<file path="src/rtl/clk_wiz_vio.sv">
// Clock divider with lock detect, plus a probe-capture debug block read through a small register port.
module clk_wiz_vio #(
  parameter int unsigned HALF_PERIOD = 1,
  parameter int unsigned LOCK_CYCLES = 16,
  parameter int unsigned PROBE_W     = 32
) (
  input  logic               w_clk,
  input  logic               w_rst_n,
  output logic               w_clk_out,
  output logic               w_locked,
  output logic               w_ce_rise,
  input  logic [PROBE_W-1:0] w_probe_in,
  input  logic               w_dbg_hold,
  input  logic [1:0]         w_dbg_addr,
  output logic [31:0]        w_dbg_rdata,
  output logic [3:0]         w_led
);

  localparam int unsigned CNT_W = (HALF_PERIOD > 1) ? $clog2(HALF_PERIOD) : 1;
  localparam int unsigned LCK_W = $clog2(LOCK_CYCLES + 1);
  localparam logic [CNT_W-1:0] CNT_LAST = CNT_W'(HALF_PERIOD - 1);
  localparam logic [LCK_W-1:0] LCK_MAX  = LCK_W'(LOCK_CYCLES);
  localparam logic [31:0]      ID_WORD  = 32'h5649_4F30;

  logic [CNT_W-1:0] div_cnt;
  logic [LCK_W-1:0] lock_cnt;
  logic [31:0]      cap;
  logic [31:0]      chg_cnt;
  logic             wrap_c;
  logic             rise_c;
  logic [31:0]      probe_ext_c;

  // Rise event: the edge on which the divided clock goes 0 -> 1.
  assign wrap_c      = (div_cnt == CNT_LAST);
  assign rise_c      = wrap_c & ~w_clk_out;
  assign probe_ext_c = 32'(w_probe_in);

  // Half-period counter; wrap toggles the output clock and flags the rising half.
  always_ff @(posedge w_clk or negedge w_rst_n) begin
    if (!w_rst_n) begin
      div_cnt   <= '0;
      w_clk_out <= 1'b0;
      w_ce_rise <= 1'b0;
    end else begin
      w_ce_rise <= rise_c;
      if (wrap_c) begin
        div_cnt   <= '0;
        w_clk_out <= ~w_clk_out;
      end else begin
        div_cnt <= div_cnt + CNT_W'(1);
      end
    end
  end

  // Saturating rise counter; lock is sticky once the count reaches its limit.
  always_ff @(posedge w_clk or negedge w_rst_n) begin
    if (!w_rst_n) begin
      lock_cnt <= '0;
      w_locked <= 1'b0;
    end else if (rise_c && (lock_cnt != LCK_MAX)) begin
      lock_cnt <= lock_cnt + LCK_W'(1);
      if (lock_cnt == LCK_MAX - LCK_W'(1)) begin
        w_locked <= 1'b1;
      end
    end
  end

  // Probe capture on rise events; changes are counted only once locked, compared to the pre-edge sample.
  always_ff @(posedge w_clk or negedge w_rst_n) begin
    if (!w_rst_n) begin
      cap     <= '0;
      chg_cnt <= '0;
    end else if (rise_c && !w_dbg_hold) begin
      cap <= probe_ext_c;
      if (w_locked && (probe_ext_c != cap) && (chg_cnt != 32'hFFFF_FFFF)) begin
        chg_cnt <= chg_cnt + 32'd1;
      end
    end
  end

  // Byte-parity LEDs, one cycle behind the captured word.
  always_ff @(posedge w_clk or negedge w_rst_n) begin
    if (!w_rst_n) begin
      w_led <= 4'b0000;
    end else begin
      w_led <= {^cap[31:24], ^cap[23:16], ^cap[15:8], ^cap[7:0]};
    end
  end

  // Debug register read mux.
  always_comb begin
    w_dbg_rdata = '0;
    case (w_dbg_addr)
      2'd0: w_dbg_rdata = cap;
      2'd1: w_dbg_rdata = chg_cnt;
      2'd2: w_dbg_rdata = {29'b0, w_dbg_hold, w_clk_out, w_locked};
      2'd3: w_dbg_rdata = ID_WORD;
      default: w_dbg_rdata = '0;
    endcase
  end

endmodule

</file>
<file path="config.mk">
export PLATFORM = sky130hd
export DESIGN_NAME = clk_wiz_vio
export DESIGN_NICKNAME = d
export VERILOG_FILES = /design/src/rtl/clk_wiz_vio.sv
export SDC_FILE = /design/constraint.sdc
export NUM_CORES = 1
export LEC_CHECK = 0
export CORE_ASPECT_RATIO = 0.7
export CORE_MARGIN = 1.5
export CORE_UTILIZATION = 40
export DETAILED_ROUTE_END_ITERATION = 12
export PLACE_DENSITY_LB_ADDON = 0.1
export SYNTH_ARGS = -nofsm -noshare
export SYNTH_HDL_FRONTEND = slang
export SYNTH_SLANG_ARGS = --single-unit
</file>
<file path="constraint.sdc">
create_clock -name w_clk -period 3.7 [get_ports w_clk]
set_clock_uncertainty 0.05 [all_clocks]
set_input_delay 0.74 -clock w_clk [delete_from_list [all_inputs] [get_ports w_clk]]
set_output_delay 0.74 -clock w_clk [all_outputs]
set_load 0.05 [all_outputs]
</file>
-- Yosys cells after proc, flatten, opt, wreduce, memory -nomap -nowiden
Index checks and enable logic that the tools add are counted.
- output and inout bits: 39
- register bits: 77
- input bits: 37
- logic and storage cells: 35
- eq/ne operators: 7
- mux-type cells: 2
- bitwise operators: 3
- $add $sub $neg: 3
- reduce and logical (&&, ||, !) cells: 12
- operators by type and width (kind ; count):
    32-bit case mux with 4 select lines ; 1
    32-bit by 1-bit adder with 32-bit output (second input constant) ; 1
    32-bit != test ; 1
    32-bit != test (second input constant) ; 1
    8-bit parity ; 4
    5-bit by 1-bit adder with 5-bit output (second input constant) ; 1
    5-bit by 4-bit == test with 1-bit output (second input constant) ; 1
    5-bit != test (second input constant) ; 1
    2-bit == test (second input constant) ; 2
    1-bit logical AND ; 4
    2-bit AND reduction ; 2
    2-bit by 1-bit == test with 1-bit output (second input constant) ; 1
    2-bit logical NOT ; 1
    1-bit NOT ; 2
    1-bit adder (second input constant) ; 1
    1-bit AND ; 1
    1-bit logical NOT ; 1
    1-bit 2-to-1 mux ; 1

-- Depth between registers and ports, before layout
Gate-level depths: netlist (run 1).
- depth after elaboration: 4
- gate-level depth with buffers: 9

-- Worst setup path before layout (run 1)
No wires, ideal clock.
- path kind: input to output
- start point: in w_dbg_addr[0]
- end point: out w_dbg_rdata[1]
- slack: 225 ps
- stages on the path: 4
- buffers on the path: 2
- data arrival time: 2685 ps
- cell sequence: clkbuf_1 -> clkbuf_1 -> mux2i_1 -> o21ai_0
- longest elaborated chain between the ends: 2
- RTL lines (item ; RTL line ; source):
    start, declared ; 14 ; input logic [1:0] w_dbg_addr,
    2-bit == test, or another cell as far along ; 93 ; case (w_dbg_addr)
    32-bit case mux with 4 select lines * ; 93 ;
    end, declared ; 15 ; output logic [31:0] w_dbg_rdata,
Every way passes the cells marked *; elsewhere a longest branch is shown, timed or not.

-- Final worst setup path (run 1)
- start point: in w_dbg_addr[1]
- end point: out w_dbg_rdata[10]
The elaborated chain is that of the path after synthesis.

==> results.sh, run 1 <==
export IMPL_grt_first_pass_wirelength_mm=18.0
export IMPL_num_io_pins=76
export IMPL_timing_reg2reg_setup_slack_ns=0.98
export IMPL_clockRootBuffer="sky130_fd_sc_hd__clkbuf_16"
export IMPL_whs_path_depth=1
export IMPL_per_cell_via_count_in_the_routed_design=5.31
export IMPL_fp_row_count=31
export IMPL_pin_count_of_the_biggest_net_entering_global_routing=76
export IMPL_p_per_area_mw_per_mm2=439
export IMPL_setup_violations_final=0
export IMPL_layout_common_cells="sky130_fd_sc_hd__dfrtp_1 (75), sky130_fd_sc_hd__xor2_1 (49), sky130_fd_sc_hd__nand2_1 (45), sky130_fd_sc_hd__xnor2_1 (44), sky130_fd_sc_hd__clkdlybuf4s50_1 (42)"
export IMPL_pre_cts_slack_ns=0.314
export IMPL_final_nets=546
export IMPL_grt_total_usage_pct=20.4
export IMPL_place_detailed_hpwl_mm=8.35
export IMPL_vias_in_the_first_global_route=3368
export IMPL_postSynth_topFlopCell="sky130_fd_sc_hd__dfrtp_1"
export IMPL_initial_utilization_pct=41.5
export IMPL_max_cap_violations=0
export IMPL_drt_total_wl_mm=11.1
export IMPL_final_antenna_net_count=0
export IMPL_flow_area_growth_from_synthesis_pct=34.6
export IMPL_die_area_sq_mm=0.0115
export IMPL_layout_commonest_cell="sky130_fd_sc_hd__dfrtp_1"
export IMPL_synthesis_instances=432
export IMPL_setup_slack_of_the_critical_path_after_layout_ns=0.506
export IMPL_grt_ovfl_total=0
export IMPL_die_y_microns=90.2
export IMPL_cts_hold_buffers_added=0
export IMPL_dpl_cell_count=626
export IMPL_rsz0062_at_grt="no"
export IMPL_async_reset_ff_share_pct=100
export IMPL_tritoncts="built"
export IMPL_synth_cell_types=35
export IMPL_fin_area_sq_mm=0.00585
export IMPL_finalNonFillerCells=641
export IMPL_detail_route_drc_violations=0
export IMPL_clock_sink_count=75
export IMPL_via_count=3402
export IMPL_post_route_cells_drive_above_1_share_pct=18.1
export IMPL_hp_start="lock_cnt[3]"
export IMPL_crit_reg2reg_capture="chg_cnt[26]"
export IMPL_synth_yosys_seq_area_share_pct=43.2
export IMPL_critical_path_required_ns=2.91
export IMPL_cp_end_kind="output port"
export IMPL_route_detailed_wl_per_inst_microns=17.3
export IMPL_initial_antenna_violation_count=0
export IMPL_setup_tns_ns=0
export IMPL_max_slew_worst_pin_slew_ns=1.01
export IMPL_die_w_microns=128
export IMPL_reg2reg_from="chg_cnt[0]"
export IMPL_power_static_leakage_nw=2.52
export IMPL_period_minus_slack_ns=3.19
export IMPL_cp_data_arrival_time_ns=2.40
export IMPL_worst_hold_path_type="flip-flop to flip-flop"
export IMPL_netlist_area_sq_mm=0.00435
export IMPL_fmax_mhz=313
export IMPL_tritoncts_buffer_count=9
export IMPL_first_pass_iters=4
export IMPL_whs_endpoint="lock_cnt[3]"
export IMPL_finalMaxSlewViolations=0
export IMPL_yosys_warnings=0
export IMPL_first_iter_violations=166
export IMPL_synth_edff_count=0
export IMPL_clock_insertion_delay_worst_skew_ns=0.33
export IMPL_postSynthNetCount=473
export IMPL_h_tree_depth=3
export IMPL_worst_path_max_fanout=14
export IMPL_clk_transition_reported_paths_ns=0.06
export IMPL_postSynthRegisterBits=75
export IMPL_power_total_w=0.00257
export IMPL_worst_setup_path_type="primary input to output port"
export IMPL_cts_setup_buffers=0
export IMPL_max_clock_path_buffers=2
export IMPL_r2r_cells=6
export IMPL_timing_final_hold_violations=0
export IMPL_antenna_cells_inserted=0
export IMPL_place_port_buffers=75
export IMPL_routabilityCongestion=0.885
export IMPL_irDropWorstVdd_v=0.000279
export IMPL_core_area_sq_mm=0.0105
export IMPL_outcome="finished clean"
export IMPL_final_min_period_over_clock_period_pct=86.3
export IMPL_synthesis_area_per_instance_sq_um=10.1
export IMPL_worst_slew_margin_rel_pct=32.4
export IMPL_critPathLaunchType="primary input"
export IMPL_cts_resized=0
export IMPL_placed_area_sq_mm=0.00555
## layer usage
| layer | vias up | share of wire [%] | wire [microns] | track usage, % |
|---|---|---|---|---|
| li1 | 1647 | - | - | - |
| met1 | 1660 | 50 | 5580 | 30.1 |
| met2 | 83 | 43 | 4780 | 29.9 |
| met3 | 12 | 5.5 | 616 | 5.00 |
| met4 | 0 | 1.1 | 127 | 5.15 |
| met5 | - | 0 | 0 | 0 |
## critical path, stage by stage
cell                              delay [ns]
sky130_fd_sc_hd__clkdlybuf4s50_1        0.42
sky130_fd_sc_hd__nor2_1                 0.78
sky130_fd_sc_hd__nand2_1                0.14
sky130_fd_sc_hd__nand2_1                0.16
sky130_fd_sc_hd__buf_12                 0.15
## cell families after synthesis
family | count (synthesis) | share of synthesized area [%]
adders and majority gates | 4 | 1.15
DFF | 75 | 43.2
buffers and inverters | 25 | 2.27
AOI/OAI and AO/OA | 24 | 2.99
xor gates and xnor gates | 94 | 19.1
muxes | 51 | 12.7
and+or+nand+nor | 159 | 18.6
## worst max path at each step
stage	start	end	slack, ns	cells after the start
floorplan	w_dbg_addr[0]	w_dbg_rdata[1]	0.23	4
global placement	w_dbg_hold	chg_cnt[25]	0.33	6
detailed placement	w_dbg_hold	chg_cnt[25]	0.31	6
CTS	w_dbg_addr[1]	w_dbg_rdata[10]	0.51	5
global route	w_dbg_addr[1]	w_dbg_rdata[11]	0.36	5
finish	w_dbg_addr[1]	w_dbg_rdata[10]	0.51	5
## through the flow
stage	hold slack, ns	utilization (%)
final	0.441	55.9
after global routing	0.477	55.9
after CTS	0.441	55.9
after detailed placement	0.433	53.0
after global placement	0.427	53.0
after floorplan	0.394	-
## area by class of cell
cell class                      instances  area, sq um
Fill cell                             975         4620
Multi-Input combinational cell        332         2370
Sequential cell                        75         1880
Timing Repair Buffer                   82         1120
Clock buffer                           13          260
Tap cell                              132          165
Clock inverter                          2         35.0
Inverter                                5         18.8
## synthesized netlist by cell type (all sizes together) (3+ instances only)
master / number / area, sq um
o21ai: 19 / 95.1
nor3: 6 / 30.0
ha: 4 / 50.1
inv: 5 / 18.8
mux2i: 18 / 180
nand4: 16 / 100
mux2: 33 / 372
dfrtp: 75 / 1880
nand2: 45 / 169
nor4: 17 / 106
nand3: 22 / 110
and3: 11 / 68.8
buf: 3 / 16.3
clkbuf: 17 / 63.8
xor2: 49 / 429
or4: 3 / 30.0
nor2: 28 / 105
xnor2: 45 / 402
## power breakdown
part           leakage [nW]  switching (W)  internal (W)  total, W
logic                  1.43       0.000370      0.000332  0.000703
clock network         0.146       0.000316      0.000554  0.000870
registers             0.944      0.0000937      0.000902  0.000995
## registers in the layout, indices dropped and copies added (netlist names)
| name | count |
|---|---|
| chg_cnt | 32 |
| lock_cnt | 5 |
| w_clk_out | 1 |
| w_led | 4 |
| w_locked | 1 |
| cap | 32 |
No activity file was read; power rests on OpenSTA's default activity.
==> run 2: changes to the inputs <==
CELL_PAD_IN_SITES_DETAIL_PLACEMENT = 0   (was default)
CELL_PAD_IN_SITES_GLOBAL_PLACEMENT = 1   (was default)
==> run 2 against run 1 <==
Compared with the run above:
- hold slack got worse by 0.0014 ns
- combinational power hardly changed
- cell count up 0.31%
- non-clock buffer count grew 1
- largest cell class unchanged
- first-iteration DRC count up 25%
- critical path depth stayed put
- register-to-register slack got worse by 0.13 ns
- total power rose by 5.9%
==> results.sh, run 2 (same netlist as run 1, synthesis figures left out) <==
export IMPL_outcome="finished clean"
export IMPL_power_internal_w=0.00191
export IMPL_clockRootBuffer="sky130_fd_sc_hd__clkbuf_16"
export IMPL_r2r_cells=7
export IMPL_initial_antenna_violation_count=0
export IMPL_antenna_cells_inserted=0
export IMPL_cp_end_kind="output port"
export IMPL_per_cell_via_count_in_the_routed_design=5.33
export IMPL_max_cap_violations=0
export IMPL_grt_first_pass_wirelength_mm=18.9
export IMPL_tritoncts_buffer_count=9
export IMPL_layout_common_cells="sky130_fd_sc_hd__dfrtp_1 (75), sky130_fd_sc_hd__xor2_1 (49), sky130_fd_sc_hd__nand2_1 (45), sky130_fd_sc_hd__xnor2_1 (44), sky130_fd_sc_hd__clkdlybuf4s50_1 (42)"
export IMPL_worst_hold_path_type="flip-flop to flip-flop"
export IMPL_power_switching_w=0.000809
export IMPL_critPathLaunchType="primary input"
export IMPL_num_io_pins=76
export IMPL_pre_cts_slack_ns=0.299
export IMPL_share_comb_of_total_power_pct=25.9
export IMPL_power_frac_seq_pct=36.7
export IMPL_critical_path_required_ns=2.91
export IMPL_max_slew_worst_pin_slew_ns=0.982
export IMPL_finalMaxSlewViolations=0
export IMPL_route_detailed_wl_per_inst_microns=18.0
export IMPL_worst_path_max_fanout=14
export IMPL_cts_resized=0
export IMPL_setup_violations_final=0
export IMPL_flow_area_growth_from_synthesis_pct=35.9
export IMPL_p_per_area_mw_per_mm2=461
export IMPL_post_route_cells_drive_above_1_share_pct=18.4
export IMPL_cts_hold_buffers_added=0
export IMPL_cts_setup_buffers=0
export IMPL_die_y_microns=90.2
export IMPL_worst_slew_margin_rel_pct=34.5
export IMPL_tritoncts="built"
export IMPL_period_minus_slack_ns=3.13
export IMPL_vias_in_the_first_global_route=3416
export IMPL_initial_utilization_pct=41.5
export IMPL_worst_setup_path_type="primary input to output port"
export IMPL_setup_slack_of_the_critical_path_after_layout_ns=0.569
export IMPL_fmax_mhz=319
export IMPL_h_tree_depth=3
export IMPL_clock_sink_count=75
export IMPL_rsz0062_at_grt="no"
export IMPL_first_iter_violations=208
export IMPL_clk_transition_reported_paths_ns=0.06
export IMPL_pin_count_of_the_biggest_net_entering_global_routing=76
export IMPL_irDropWorstVdd_v=0.000247
export IMPL_finalNonFillerCells=643
export IMPL_layout_commonest_cell="sky130_fd_sc_hd__dfrtp_1"
export IMPL_clockPowerShare_pct=37.4
export IMPL_final_min_period_over_clock_period_pct=84.6
export IMPL_die_area_sq_mm=0.0115
export IMPL_fp_row_count=31
export IMPL_grt_ovfl_total=0
export IMPL_biggestRegsByFlops="cap: 32 flops, chg_cnt: 32 flops, lock_cnt: 5 flops"
export IMPL_timing_final_hold_violations=0
export IMPL_max_clock_path_buffers=2
export IMPL_grt_total_usage_pct=21.3
export IMPL_cp_data_arrival_time_ns=2.34
export IMPL_detail_route_drc_violations=0
export IMPL_dpl_cell_count=627
export IMPL_setup_tns_ns=0
export IMPL_die_w_microns=128
export IMPL_fin_worst_hold_slack_ns=0.439
export IMPL_core_area_sq_mm=0.0105
export IMPL_place_detailed_hpwl_mm=8.64
export IMPL_clock_insertion_delay_worst_skew_ns=0.34
export IMPL_power_static_leakage_nw=2.54
export IMPL_power_total_w=0.00272
export IMPL_drt_total_wl_mm=11.6
export IMPL_final_nets=547
export IMPL_routabilityCongestion=0.842
export IMPL_swShare_pct=29.7
export IMPL_place_port_buffers=75
export IMPL_whs_path_depth=1
export IMPL_via_count=3429
export IMPL_final_antenna_net_count=0
export IMPL_first_pass_iters=4
[run 2: changes by cell type in the layout (fill, tap and decap cells not counted), sizes merged]
cell / delta
clkinvlp: +1
bufinv: +2
buf: +1
clkbuf: -1
clkinv: -1
[run 2: layout make-up]
class                   count  area (sq um)
repair buffers             83          1130
well taps                 132           165
multi-input cells         332          2370
inverters                   5          18.8
flip-flops and latches     75          1880
clock inverters             4          97.6
clock buffers              12           246
fillers                   940          4570
[run 2: through the flow]
| stage | instance area, sq um | utilization, % |
|---|---|---|
| floorplan | 4350 | - |
| global placement | 5560 | 53.1 |
| detailed placement | 5560 | 53.1 |
| CTS | 5910 | 56.4 |
| global route | 5910 | 56.4 |
| finish | 5910 | 56.4 |
[run 2: worst max-delay path: stages]
cell                              delay (ns)
sky130_fd_sc_hd__clkdlybuf4s50_1        0.42
sky130_fd_sc_hd__nor2_1                 0.74
sky130_fd_sc_hd__nand2_1                0.13
sky130_fd_sc_hd__nand2_1                0.16
sky130_fd_sc_hd__buf_12                 0.15
[run 2: worst paths after layout]
kind | startpoint | to | slack (ns)
hold / removal | lock_cnt[3] | lock_cnt[3] | 0.44
setup / recovery | w_dbg_addr[1] | w_dbg_rdata[10] | 0.57
hold reg to reg | lock_cnt[3] | lock_cnt[3] | 0.44
max in group asynchronous | w_rst_n | chg_cnt[4] | 2.46
setup reg to reg | chg_cnt[0] | chg_cnt[1] | 0.85
min in group asynchronous | w_rst_n | cap[29] | 0.51
[run 2: power groups by stage]
| stage | Combinational (W) | Clock [W] | Sequential (W) |
|---|---|---|---|
| global placement | 0.000704 | 0 | 0.00101 |
| finish | 0.000705 | 0.00102 | 0.000997 |
| CTS | 0.000714 | 0.00103 | 0.000998 |
| floorplan | 0.000343 | 0 | 0.00106 |
| detailed placement | 0.000709 | 0 | 0.00101 |
| global route | 0.000749 | 0.00107 | 0.00101 |
[run 2: per-layer routing]
metal / up-vias / global-route usage (%) / share of wire (%)
met5: - / 0 / 0
met4: 0 / 4.59 / 0.74
met3: 9 / 5.30 / 5.8
met2: 99 / 32.2 / 45
met1: 1674 / 31.0 / 49
li1: 1647 / - / -
==> run 3: changes to the inputs <==
clock period = 3.3 ns   (was 3.7 ns; I/O delays follow)
==> run 3 against run 2 <==
Compared with the run above:
- total power rose by 12%
- global-route usage fell by 0.64 points
- hold slack got worse by 0.034 ns
- register-to-register slack got worse by 0.18 ns
- sequential share of layout area fell by 0.26 points
- wire length fell by 1.8%
- critical path depth did not move
- largest power group unchanged
- highest routed layer unchanged
==> results.sh, run 3 (same netlist as run 1, synthesis figures left out) <==
export IMPL_cts_setup_buffers=0
export IMPL_worstSetupStartpoint="w_dbg_addr[0]"
export IMPL_per_cell_via_count_in_the_routed_design=5.23
export IMPL_critPathLaunchType="primary input"
export IMPL_die_area_sq_mm=0.0115
export IMPL_first_pass_iters=5
export IMPL_cts_hold_buffers_added=0
export IMPL_h_tree_depth=3
export IMPL_max_slew_worst_pin_slew_ns=0.983
export IMPL_drt_total_wl_mm=11.3
export IMPL_power_static_leakage_nw=2.57
export IMPL_num_io_pins=76
export IMPL_tritoncts="built"
export IMPL_max_clock_path_buffers=2
export IMPL_antenna_cells_inserted=0
export IMPL_p_per_area_mw_per_mm2=512
export IMPL_register_area_sq_mm=0.00188
export IMPL_grt_total_usage_pct=20.7
export IMPL_clock_sink_count=75
export IMPL_flow_area_growth_from_synthesis_pct=37.0
export IMPL_core_area_sq_mm=0.0105
export IMPL_final_nets=552
export IMPL_cp_data_arrival_time_ns=2.27
export IMPL_crit_reg2reg_capture="chg_cnt[26]"
export IMPL_biggestRegsByFlops="cap: 32 flops, chg_cnt: 32 flops, lock_cnt: 5 flops"
export IMPL_layout_common_cells="sky130_fd_sc_hd__dfrtp_1 (75), sky130_fd_sc_hd__xor2_1 (49), sky130_fd_sc_hd__nand2_1 (45), sky130_fd_sc_hd__xnor2_1 (44), sky130_fd_sc_hd__clkdlybuf4s50_1 (42)"
export IMPL_worst_hold_path_type="primary input to async pin"
export IMPL_die_w_microns=128
export IMPL_clock_insertion_delay_worst_skew_ns=0.34
export IMPL_place_detailed_hpwl_mm=8.45
export IMPL_capture_point_of_the_worst_path="w_dbg_rdata[13]"
export IMPL_final_antenna_net_count=0
export IMPL_initial_utilization_pct=41.5
export IMPL_place_port_buffers=75
export IMPL_vias_in_the_first_global_route=3308
export IMPL_pin_count_of_the_biggest_net_entering_global_routing=76
export IMPL_r2r_cells=8
export IMPL_clk_transition_reported_paths_ns=0.06
export IMPL_initial_antenna_violation_count=0
export IMPL_die_y_microns=90.2
export IMPL_fmax_mhz=336
export IMPL_setup_tns_ns=0
export IMPL_irDropWorstVdd_v=0.000343
export IMPL_final_min_period_over_clock_period_pct=90.2
export IMPL_outcome="finished clean"
export IMPL_rsz0062_at_grt="no"
export IMPL_reg2reg_from="chg_cnt[0]"
export IMPL_timing_reg2reg_setup_slack_ns=0.67
export IMPL_grt_ovfl_total=0
export IMPL_routabilityCongestion=0.820
export IMPL_worst_setup_path_type="primary input to output port"
export IMPL_tritoncts_buffer_count=9
export IMPL_post_route_cells_drive_above_1_share_pct=19.4
export IMPL_first_iter_violations=191
export IMPL_cp_end_kind="output port"
export IMPL_fp_row_count=31
export IMPL_fillers=926
export IMPL_clockRootBuffer="sky130_fd_sc_hd__clkbuf_16"
export IMPL_period_minus_slack_ns=2.98
export IMPL_worst_slew_margin_rel_pct=34.5
export IMPL_fin_worst_hold_slack_ns=0.405
export IMPL_finalMaxSlewViolations=0
export IMPL_detail_route_drc_violations=0
export IMPL_via_count=3387
export IMPL_area_taken_by_multi_input_logic_gates_sq_mm=0.00237
export IMPL_cts_resized=0
export IMPL_worst_path_max_fanout=23
export IMPL_setup_violations_final=0
export IMPL_max_cap_violations=0
export IMPL_layout_commonest_cell="sky130_fd_sc_hd__dfrtp_1"
export IMPL_timing_final_hold_violations=0
export IMPL_route_detailed_wl_per_inst_microns=17.5
export IMPL_grt_first_pass_wirelength_mm=18.4
export IMPL_critical_path_required_ns=2.59
## run 3: cell types whose count changed in the layout (fill, tap and decap cells not counted)
cell	delta
sky130_fd_sc_hd__clkbuf_1	-1
sky130_fd_sc_hd__buf_12	+1
sky130_fd_sc_hd__o21ai_0	-1
sky130_fd_sc_hd__o21ai_1	+1
sky130_fd_sc_hd__clkinv_2	+2
sky130_fd_sc_hd__clkinvlp_4	-1
sky130_fd_sc_hd__buf_4	+4
## run 3: worst min-delay path by stage
stage / startpoint / end / depth (start not counted)
after floorplan: w_rst_n / cap[0] / 0
after global placement: lock_cnt[3] / lock_cnt[3] / 1
after detailed placement: lock_cnt[3] / lock_cnt[3] / 1
after CTS: lock_cnt[3] / lock_cnt[3] / 1
after global routing: lock_cnt[3] / lock_cnt[3] / 1
final: w_rst_n / cap[25] / 1
## run 3: through the flow
stage          total power (W)  setup WS (ns)  instance area [sq um]  utilization (%)  std cells
2_1_floorplan          0.00158          0.357                   4350                -        432
3_3_place_gp           0.00193         0.0240                   5610             53.6        632
3_5_place_dp           0.00193         0.0121                   5610             53.6        632
4_1_cts                0.00308          0.323                   5950             56.9        648
5_1_grt                0.00317          0.233                   5950             56.9        648
6_report               0.00305          0.325                   5950             56.9        648
## run 3: layer usage
metal / routed length [microns] / up-vias / global-route usage [%] / share of wire [%]
li1: - / 1659 / - / -
met5: 0 / - / 0 / 0
met3: 711 / 10 / 5.18 / 6.3
met4: 115 / 0 / 4.49 / 1.0
met1: 5710 / 1613 / 31.6 / 50
met2: 4810 / 105 / 29.4 / 42
## run 3: power by group
| part | switching [W] | internal (W) | total [W] |
|---|---|---|---|
| logic | 0.000421 | 0.000376 | 0.000797 |
| registers | 0.000103 | 0.00101 | 0.00111 |
| clock network | 0.000381 | 0.000757 | 0.00114 |
| total | 0.000905 | 0.00214 | 0.00305 |
## run 3: critical path, cell delays in order
cell and delay (ns):
sky130_fd_sc_hd__clkdlybuf4s50_1 0.83, sky130_fd_sc_hd__buf_12 0.24, sky130_fd_sc_hd__mux2i_1 0.26, sky130_fd_sc_hd__nor2_1 0.10
sky130_fd_sc_hd__buf_12 0.16
## run 3: area by class of cell
class	instances	share of cell area, %
multi-input cells	332	39.8
flip-flops and latches	75	31.5
repair buffers	88	19.8
clock buffers	11	4.08
well taps	132	2.77
clock inverters	5	1.68
inverters	5	0.315
